**src/rtl/updi_pkg.sv**
```systemverilog
// Shared UPDI types and constants.
//   updi_instruction      instruction codes understood by updi_interface
//   UPDI_CS_*             control/status register addresses used by the poller
//   updi_poll_err_t       poller completion codes
//   updi_cs_poller_state  poller FSM states
package updi_pkg;

    typedef enum logic [3:0] {
        UPDI_LDS    = 4'h0,
        UPDI_STS    = 4'h1,
        UPDI_LD     = 4'h2,
        UPDI_ST     = 4'h3,
        UPDI_LDCS   = 4'h4,
        UPDI_STCS   = 4'h5,
        UPDI_REPEAT = 4'h6,
        UPDI_KEY    = 4'h7
    } updi_instruction;

    localparam logic [3:0] UPDI_CS_STATUSA        = 4'h0;
    localparam logic [3:0] UPDI_CS_ASI_SYS_STATUS = 4'hB;

    typedef enum logic [1:0] {
        ERR_OK        = 2'd0,
        ERR_EXHAUSTED = 2'd1,
        ERR_LINK      = 2'd2
    } updi_poll_err_t;

    typedef enum logic [3:0] {
        StIdle,
        StFlush,
        StIssue,
        StWaitRx,
        StPop,
        StCheck,
        StGap,
        StResync,
        StRsWait,
        StDone
    } updi_cs_poller_state;

endpackage

```
**src/rtl/updi_poll_timer.sv**
```systemverilog
// Loadable down-counter shared by the poll gap and the rx timeout.
//   clk, rst_n  clock, asynchronous active-low reset
//   load        load 'value' this cycle (overrides counting)
//   value       reload value
//   expired     high while the count is zero
module updi_poll_timer #(
    parameter int unsigned Width = 8
) (
    input  logic             clk,
    input  logic             rst_n,
    input  logic             load,
    input  logic [Width-1:0] value,
    output logic             expired
);

    logic [Width-1:0] count_q, count_d;

    always_comb begin
        count_d = count_q;
        if (load) begin
            count_d = value;
        end else if (count_q != '0) begin
            count_d = count_q - 1'b1;
        end
    end

    always_ff @(posedge clk or negedge rst_n) begin
        if (!rst_n) begin
            count_q <= '0;
        end else begin
            count_q <= count_d;
        end
    end

    assign expired = (count_q == '0);

endmodule

```
**src/rtl/updi_cs_poller.sv**
```systemverilog
// Polls a UPDI control/status register with LDCS until a masked compare holds, the poll budget is
// spent, or the link fails; a stalled link is recovered with a double break.
//   start/cs_addr/mask/expect_val/mode   request, sampled only when idle
//   busy/done/pass/err_code              status; pass/err_code are valid with done and then held
//   last_value/poll_count                last byte read and LDCS count of this request
//   instr_* / interface_*                handshake with updi_interface
//   rx_fifo_*                            rx_out FIFO read side (data valid the cycle after rd_en)
//   double_break_*                       handshake with the double-break generator
module updi_cs_poller
    import updi_pkg::*;
#(
    parameter int unsigned DATA_ADDR_BITS  = 6,
    parameter int unsigned MAX_POLLS       = 255,
    parameter int unsigned POLL_GAP_CLKS   = 1000,
    parameter int unsigned RX_TIMEOUT_CLKS = 20000,
    parameter int unsigned MAX_RESYNC      = 2
) (
    input  logic                      clk,
    input  logic                      rst_n,
    input  logic                      start,
    input  logic [3:0]                cs_addr,
    input  logic [7:0]                mask,
    input  logic [7:0]                expect_val,
    input  logic                      mode,
    output logic                      busy,
    output logic                      done,
    output logic                      pass,
    output logic [1:0]                err_code,
    output logic [7:0]                last_value,
    output logic [7:0]                poll_count,
    output logic                      instr_converter_en,
    output updi_instruction           instruction,
    output logic [3:0]                instr_cs_addr,
    output logic                      interface_tx_start,
    input  logic                      interface_tx_ready,
    output logic                      interface_rx_start,
    output logic [DATA_ADDR_BITS-1:0] interface_rx_n_bytes,
    input  logic                      interface_rx_done,
    input  logic [7:0]                rx_fifo_data,
    output logic                      rx_fifo_rd_en,
    input  logic                      rx_fifo_empty,
    output logic                      double_break_start,
    input  logic                      double_break_done
);

    localparam int unsigned TimerMax =
        (POLL_GAP_CLKS > RX_TIMEOUT_CLKS) ? POLL_GAP_CLKS : RX_TIMEOUT_CLKS;
    localparam int unsigned TimerW = $clog2(TimerMax + 1);
    localparam logic [7:0]  MaxPollsB  = 8'(MAX_POLLS);
    localparam logic [7:0]  MaxResyncB = 8'(MAX_RESYNC);

    updi_cs_poller_state state_q, state_d;
    updi_poll_err_t      err_q, err_d;
    logic [3:0]          cs_addr_q, cs_addr_d;
    logic [7:0]          mask_q, mask_d, expect_q, expect_d;
    logic                mode_q, mode_d, pass_q, pass_d;
    logic [7:0]          last_q, last_d, poll_q, poll_d, resync_q, resync_d;

    logic              timer_load, timer_expired, cond_met, issue_fire;
    logic [TimerW-1:0] timer_value;

    updi_poll_timer #(
        .Width (TimerW)
    ) u_timer (
        .clk     (clk),
        .rst_n   (rst_n),
        .load    (timer_load),
        .value   (timer_value),
        .expired (timer_expired)
    );

    assign issue_fire = (state_q == StIssue) && interface_tx_ready;
    assign cond_met   = mode_q ? ((rx_fifo_data & mask_q) != (expect_q & mask_q))
                               : ((rx_fifo_data & mask_q) == (expect_q & mask_q));

    always_ff @(posedge clk or negedge rst_n) begin
        if (!rst_n) begin
            state_q   <= StIdle;
            err_q     <= ERR_OK;
            cs_addr_q <= '0;
            mask_q    <= '0;
            expect_q  <= '0;
            mode_q    <= 1'b0;
            pass_q    <= 1'b0;
            last_q    <= '0;
            poll_q    <= '0;
            resync_q  <= '0;
        end else begin
            state_q   <= state_d;
            err_q     <= err_d;
            cs_addr_q <= cs_addr_d;
            mask_q    <= mask_d;
            expect_q  <= expect_d;
            mode_q    <= mode_d;
            pass_q    <= pass_d;
            last_q    <= last_d;
            poll_q    <= poll_d;
            resync_q  <= resync_d;
        end
    end

    always_comb begin
        state_d     = state_q;
        err_d       = err_q;
        cs_addr_d   = cs_addr_q;
        mask_d      = mask_q;
        expect_d    = expect_q;
        mode_d      = mode_q;
        pass_d      = pass_q;
        last_d      = last_q;
        poll_d      = poll_q;
        resync_d    = resync_q;
        timer_load  = 1'b0;
        timer_value = '0;
        unique case (state_q)
            StIdle: begin
                if (start) begin
                    cs_addr_d = cs_addr;
                    mask_d    = mask;
                    expect_d  = expect_val;
                    mode_d    = mode;
                    pass_d    = 1'b0;
                    err_d     = ERR_OK;
                    last_d    = '0;
                    poll_d    = '0;
                    resync_d  = '0;
                    state_d   = StFlush;
                end
            end
            StFlush: begin
                if (rx_fifo_empty) state_d = StIssue;
            end
            StIssue: begin
                if (interface_tx_ready) begin
                    timer_load  = 1'b1;
                    timer_value = TimerW'(RX_TIMEOUT_CLKS);
                    if (poll_q != 8'hFF) poll_d = poll_q + 8'd1;
                    state_d = StWaitRx;
                end
            end
            StWaitRx: begin
                // rx_done takes priority over a coincident timeout
                if (interface_rx_done) begin
                    state_d = StPop;
                end else if (timer_expired) begin
                    state_d = StResync;
                end
            end
            StPop: begin
                if (!rx_fifo_empty) begin
                    state_d = StCheck;
                end else if (timer_expired) begin
                    state_d = StResync;
                end
            end
            StCheck: begin
                last_d = rx_fifo_data;
                if (cond_met) begin
                    pass_d  = 1'b1;
                    err_d   = ERR_OK;
                    state_d = StDone;
                end else if (poll_q >= MaxPollsB) begin
                    err_d   = ERR_EXHAUSTED;
                    state_d = StDone;
                end else begin
                    timer_load  = 1'b1;
                    timer_value = TimerW'(POLL_GAP_CLKS);
                    state_d     = StGap;
                end
            end
            StGap: begin
                if (timer_expired) state_d = StIssue;
            end
            StResync: begin
                if (resync_q == MaxResyncB) begin
                    err_d   = ERR_LINK;
                    state_d = StDone;
                end else begin
                    if (resync_q != 8'hFF) resync_d = resync_q + 8'd1;
                    state_d = StRsWait;
                end
            end
            StRsWait: begin
                if (double_break_done && interface_tx_ready) state_d = StFlush;
            end
            StDone: begin
                state_d = StIdle;
            end
            default: begin
                state_d = StIdle;
            end
        endcase
    end

    always_comb begin
        busy               = (state_q != StIdle) && (state_q != StDone);
        done               = (state_q == StDone);
        instr_converter_en = issue_fire;
        interface_tx_start = issue_fire;
        interface_rx_start = issue_fire;
        rx_fifo_rd_en      = ((state_q == StFlush) || (state_q == StPop)) && !rx_fifo_empty;
        double_break_start = (state_q == StResync) && (resync_q != MaxResyncB);
    end

    assign instruction          = UPDI_LDCS;
    assign interface_rx_n_bytes = DATA_ADDR_BITS'(1);
    assign instr_cs_addr        = cs_addr_q;
    assign pass                 = pass_q;
    assign err_code             = err_q;
    assign last_value           = last_q;
    assign poll_count           = poll_q;

endmodule

```
**config.mk**
```make
export PLATFORM = sky130hd
export DESIGN_NAME = updi_cs_poller
export DESIGN_NICKNAME = d
export VERILOG_FILES = /design/src/rtl/updi_pkg.sv /design/src/rtl/updi_poll_timer.sv /design/src/rtl/updi_cs_poller.sv
export SDC_FILE = /design/constraint.sdc
export NUM_CORES = 1
export LEC_CHECK = 0
export ABC_AREA = 1
export BUFFER_PORTS_ARGS = -buffer_cell sky130_fd_sc_hd__buf_2
export CORE_MARGIN = 2
export CORE_UTILIZATION = 35
export CTS_CLUSTER_DIAMETER = 150
export DETAILED_ROUTE_END_ITERATION = 12
export RECOVER_POWER = 50
export SYNTH_ARGS = -nofsm -noshare
export SYNTH_HDL_FRONTEND = slang
export SYNTH_SLANG_ARGS = --single-unit
```
**constraint.sdc**
```tcl
create_clock -name clk -period 4.8 [get_ports clk]
set_input_delay 0.72 -clock clk [delete_from_list [all_inputs] [get_ports clk]]
set_output_delay 0.72 -clock clk [all_outputs]
set_load 0.05 [all_outputs]
```
==> flow_summary.toml <==
[run_status]
outcome = "finished, final reports clean"

[logic_synthesis]
avgSynthCellArea_sq_um = 7.93
ys_types = 42
synth_enable_flop_cells = 0
synth_top_cell_area_share_pct = 44.6
ys_seq_elements = 67
synth_cells = 474
yosys_warnings = 0
ys_seq_area_share_pct = 44.6
synthTopCellsByArea = "dfrtp_1 (45%), nand2_1 (14%), nand3_1 (5.3%)"
synth_ff_type = "dfrtp_1"
async_reset_ff_share_pct = 100
synth.cell_area_sq_um = 3760
synth_area_leader_cell = "dfrtp_1"

[routing]
drc = 0
wirelength_um = 8280
viasPerCell = 4.64
first_pass_iters = 4
drt_iter0_markers = 91
dr_total_vias = 3160
ant_nets = 0
wl_per_cell_um = 12.2

[critical_path]
ff2ff_path_depth = 10
cp_max_fo = 7
arrival_ps = 2070
cp-end-kind = "output port"
r2r_slack_ps = 2380
r2r_end = "err_code[1]"
critPathKind = "register to output port"
rr_startpoint = "state_q[1]"
cp_data_required_time_ps = 4080
cp-start-kind = "register"

[pwr]
p_per_area_nw_per_um2 = 590
power.total_mw = 2.55
p_leak_nw = 2.26
vdd_drop_max_uv = 286

[final_layout]
fin_area_sq_um = 4320
n_fill_cell = 1066
multi_input_area_sq_um = 1720
nNetsFinal = 580
seqCellArea_sq_um = 1680
layout-drive-gt1-share_pct = 20.2
antenna_cells = 0
area.growth.synth_to_final_pct = 14.9

[die]
core_sq_um = 10400
rows = 37
die_h_um = 108
ios = 76
initial_core_util_pct = 36.3
die_width_um = 108
dieArea_sq_um = 11600

[global_routing]
gr-usage-all-layers_pct = 15.8
overflow = 0
grt_pass1_vias = 3173
grt_max_degree = 55
grt_pass1_wl_um = 14600
antenna_found_initial = 0

[clock_tree]
cts_setup_buffers = 0
clock_path_buffers = 2
cts.reportedPaths.clkPinSlew_ps = 80
cts_hold_buf = 0
cts_tree = "yes"
htree_levels = 3
clock-sinks = 67
cts-buffers-inserted = 9
clk_latency_ps = 350
root_buffer = "clkbuf_8"
cts_resized = 0

[sta]
slew_violations = 0
period_share_pct = 58.1
finalSetupTns_ps = 0
rsz0062_at_grt = "no"
fmax_mhz = 358
finalCriticalPeriod_ps = 2790
hold_viol = 0
relSlewSlack_pct = 49.8
setup_viol = 0
skew_ps = 13.0
worst_pin_slew_ps = 753

[flow_run]
maxCapViolations = 0

[place]
post-dp-hpwl_um = 6160
place_area_sq_um = 4160
gp_congestion = 0.836
portBuffers = 65

[worst_hold_path]
worstHoldPathType = "input pin to asynchronous set/reset pin"
metrics by stage:
stage / worst slack, ps / utilization [%] / cells / hold slack (ps)
CTS: 2300 / 42.1 / 681 / 249
finish: 2010 / 41.7 / 681 / 405
global placement: 2430 / 40.1 / 665 / 456
floorplan: 1800 / - / 482 / 424
global route: 1860 / 41.7 / 681 / 464
detailed placement: 2360 / 40.1 / 665 / 458
flip-flops by register name (all words and copies together), names as in the netlist:
register / count
last_value: 8
mask_q: 8
resync_q: 8
expect_q: 8
err_code: 2
mode_q: 1
poll_count: 8
pass: 1
u_timer.count_q: 15
state_q: 4
instr_cs_addr: 4
cells in the mapped netlist, types with 9 or more instances:
master	count
nand2_1	143
dfrtp_1	67
inv_1	52
nand3_1	40
nor2_1	28
o21ai_0	17
xor2_1	15
buf_4	12
a21oi_1	10
nand4_1	9
worst max-delay path: stages, from the launching register on:
cell	delay [ps]
dfrtp_1	400
inv_1	100
nand2_1	150
nor2_1	490
nand2_1	240
inv_1	80
buf_2	250
layer usage:
metal	up-vias	track usage (%)	part of all wire (%)
met5	-	0	0
li1	1619	-	-
met2	68	25.3	48
met1	1464	20.8	46
met4	0	5.86	1.3
met3	9	3.51	4.7
cell families (layout without fill, tap and decap cells):
group | count (synthesis) | count (layout) | share of synthesized area, %
other | 2 | 10 | 0.200
DFF | 67 | 67 | 44.6
adders and majority gates | 4 | 4 | 1.33
AOI/OAI and AO/OA | 48 | 48 | 7.62
buffers and inverters | 81 | 144 | 9.82
xor gates and xnor gates | 16 | 16 | 3.73
and+or+nand+nor | 256 | 256 | 32.7
area by class of cell:
| type | count | area share [%] |
|---|---|---|
| clock buffer | 9 | 2.87 |
| clock inverter | 7 | 1.80 |
| inverter | 62 | 5.50 |
| multi-input combinational | 334 | 39.7 |
| sequential | 67 | 38.8 |
| tap | 136 | 3.94 |
| timing repair buffer | 66 | 7.36 |
how the worst max path moves through the flow:
stage                     startpoint                  to  slack (ps)  depth (start not counted)
after floorplan           state_q[0]                busy        1800                          5
after global placement    state_q[1]         err_code[0]        2430                         10
after detailed placement  state_q[1]         err_code[1]        2360                         10
after CTS                 state_q[3]       rx_fifo_rd_en        2300                          8
after global routing      state_q[3]  double_break_start        1860                          6
final                     state_q[3]  double_break_start        2010                          6
cell usage in the layout (no fill, tap or decap), types with 8 or more instances in the layout:
master      n
nor2_1     29
inv_1      52
inv_2       8
clkbuf_8    9
nand3_1    41
xor2_1     15
nor2_2      8
clkbuf_1   12
conb_1     10
buf_2      53
dfrtp_1    67
nand2_1   143
o21ai_0    18
nand4_1     9
a21oi_1    10
where the power goes:
| group | switching, mW | internal, mW | total (mW) |
|---|---|---|---|
| Sequential | 0.141 | 0.756 | 0.897 |
| Combinational | 0.847 | 0.328 | 1.17 |
| Clock | 0.236 | 0.243 | 0.479 |
No activity file was read; power rests on OpenSTA's default activity.
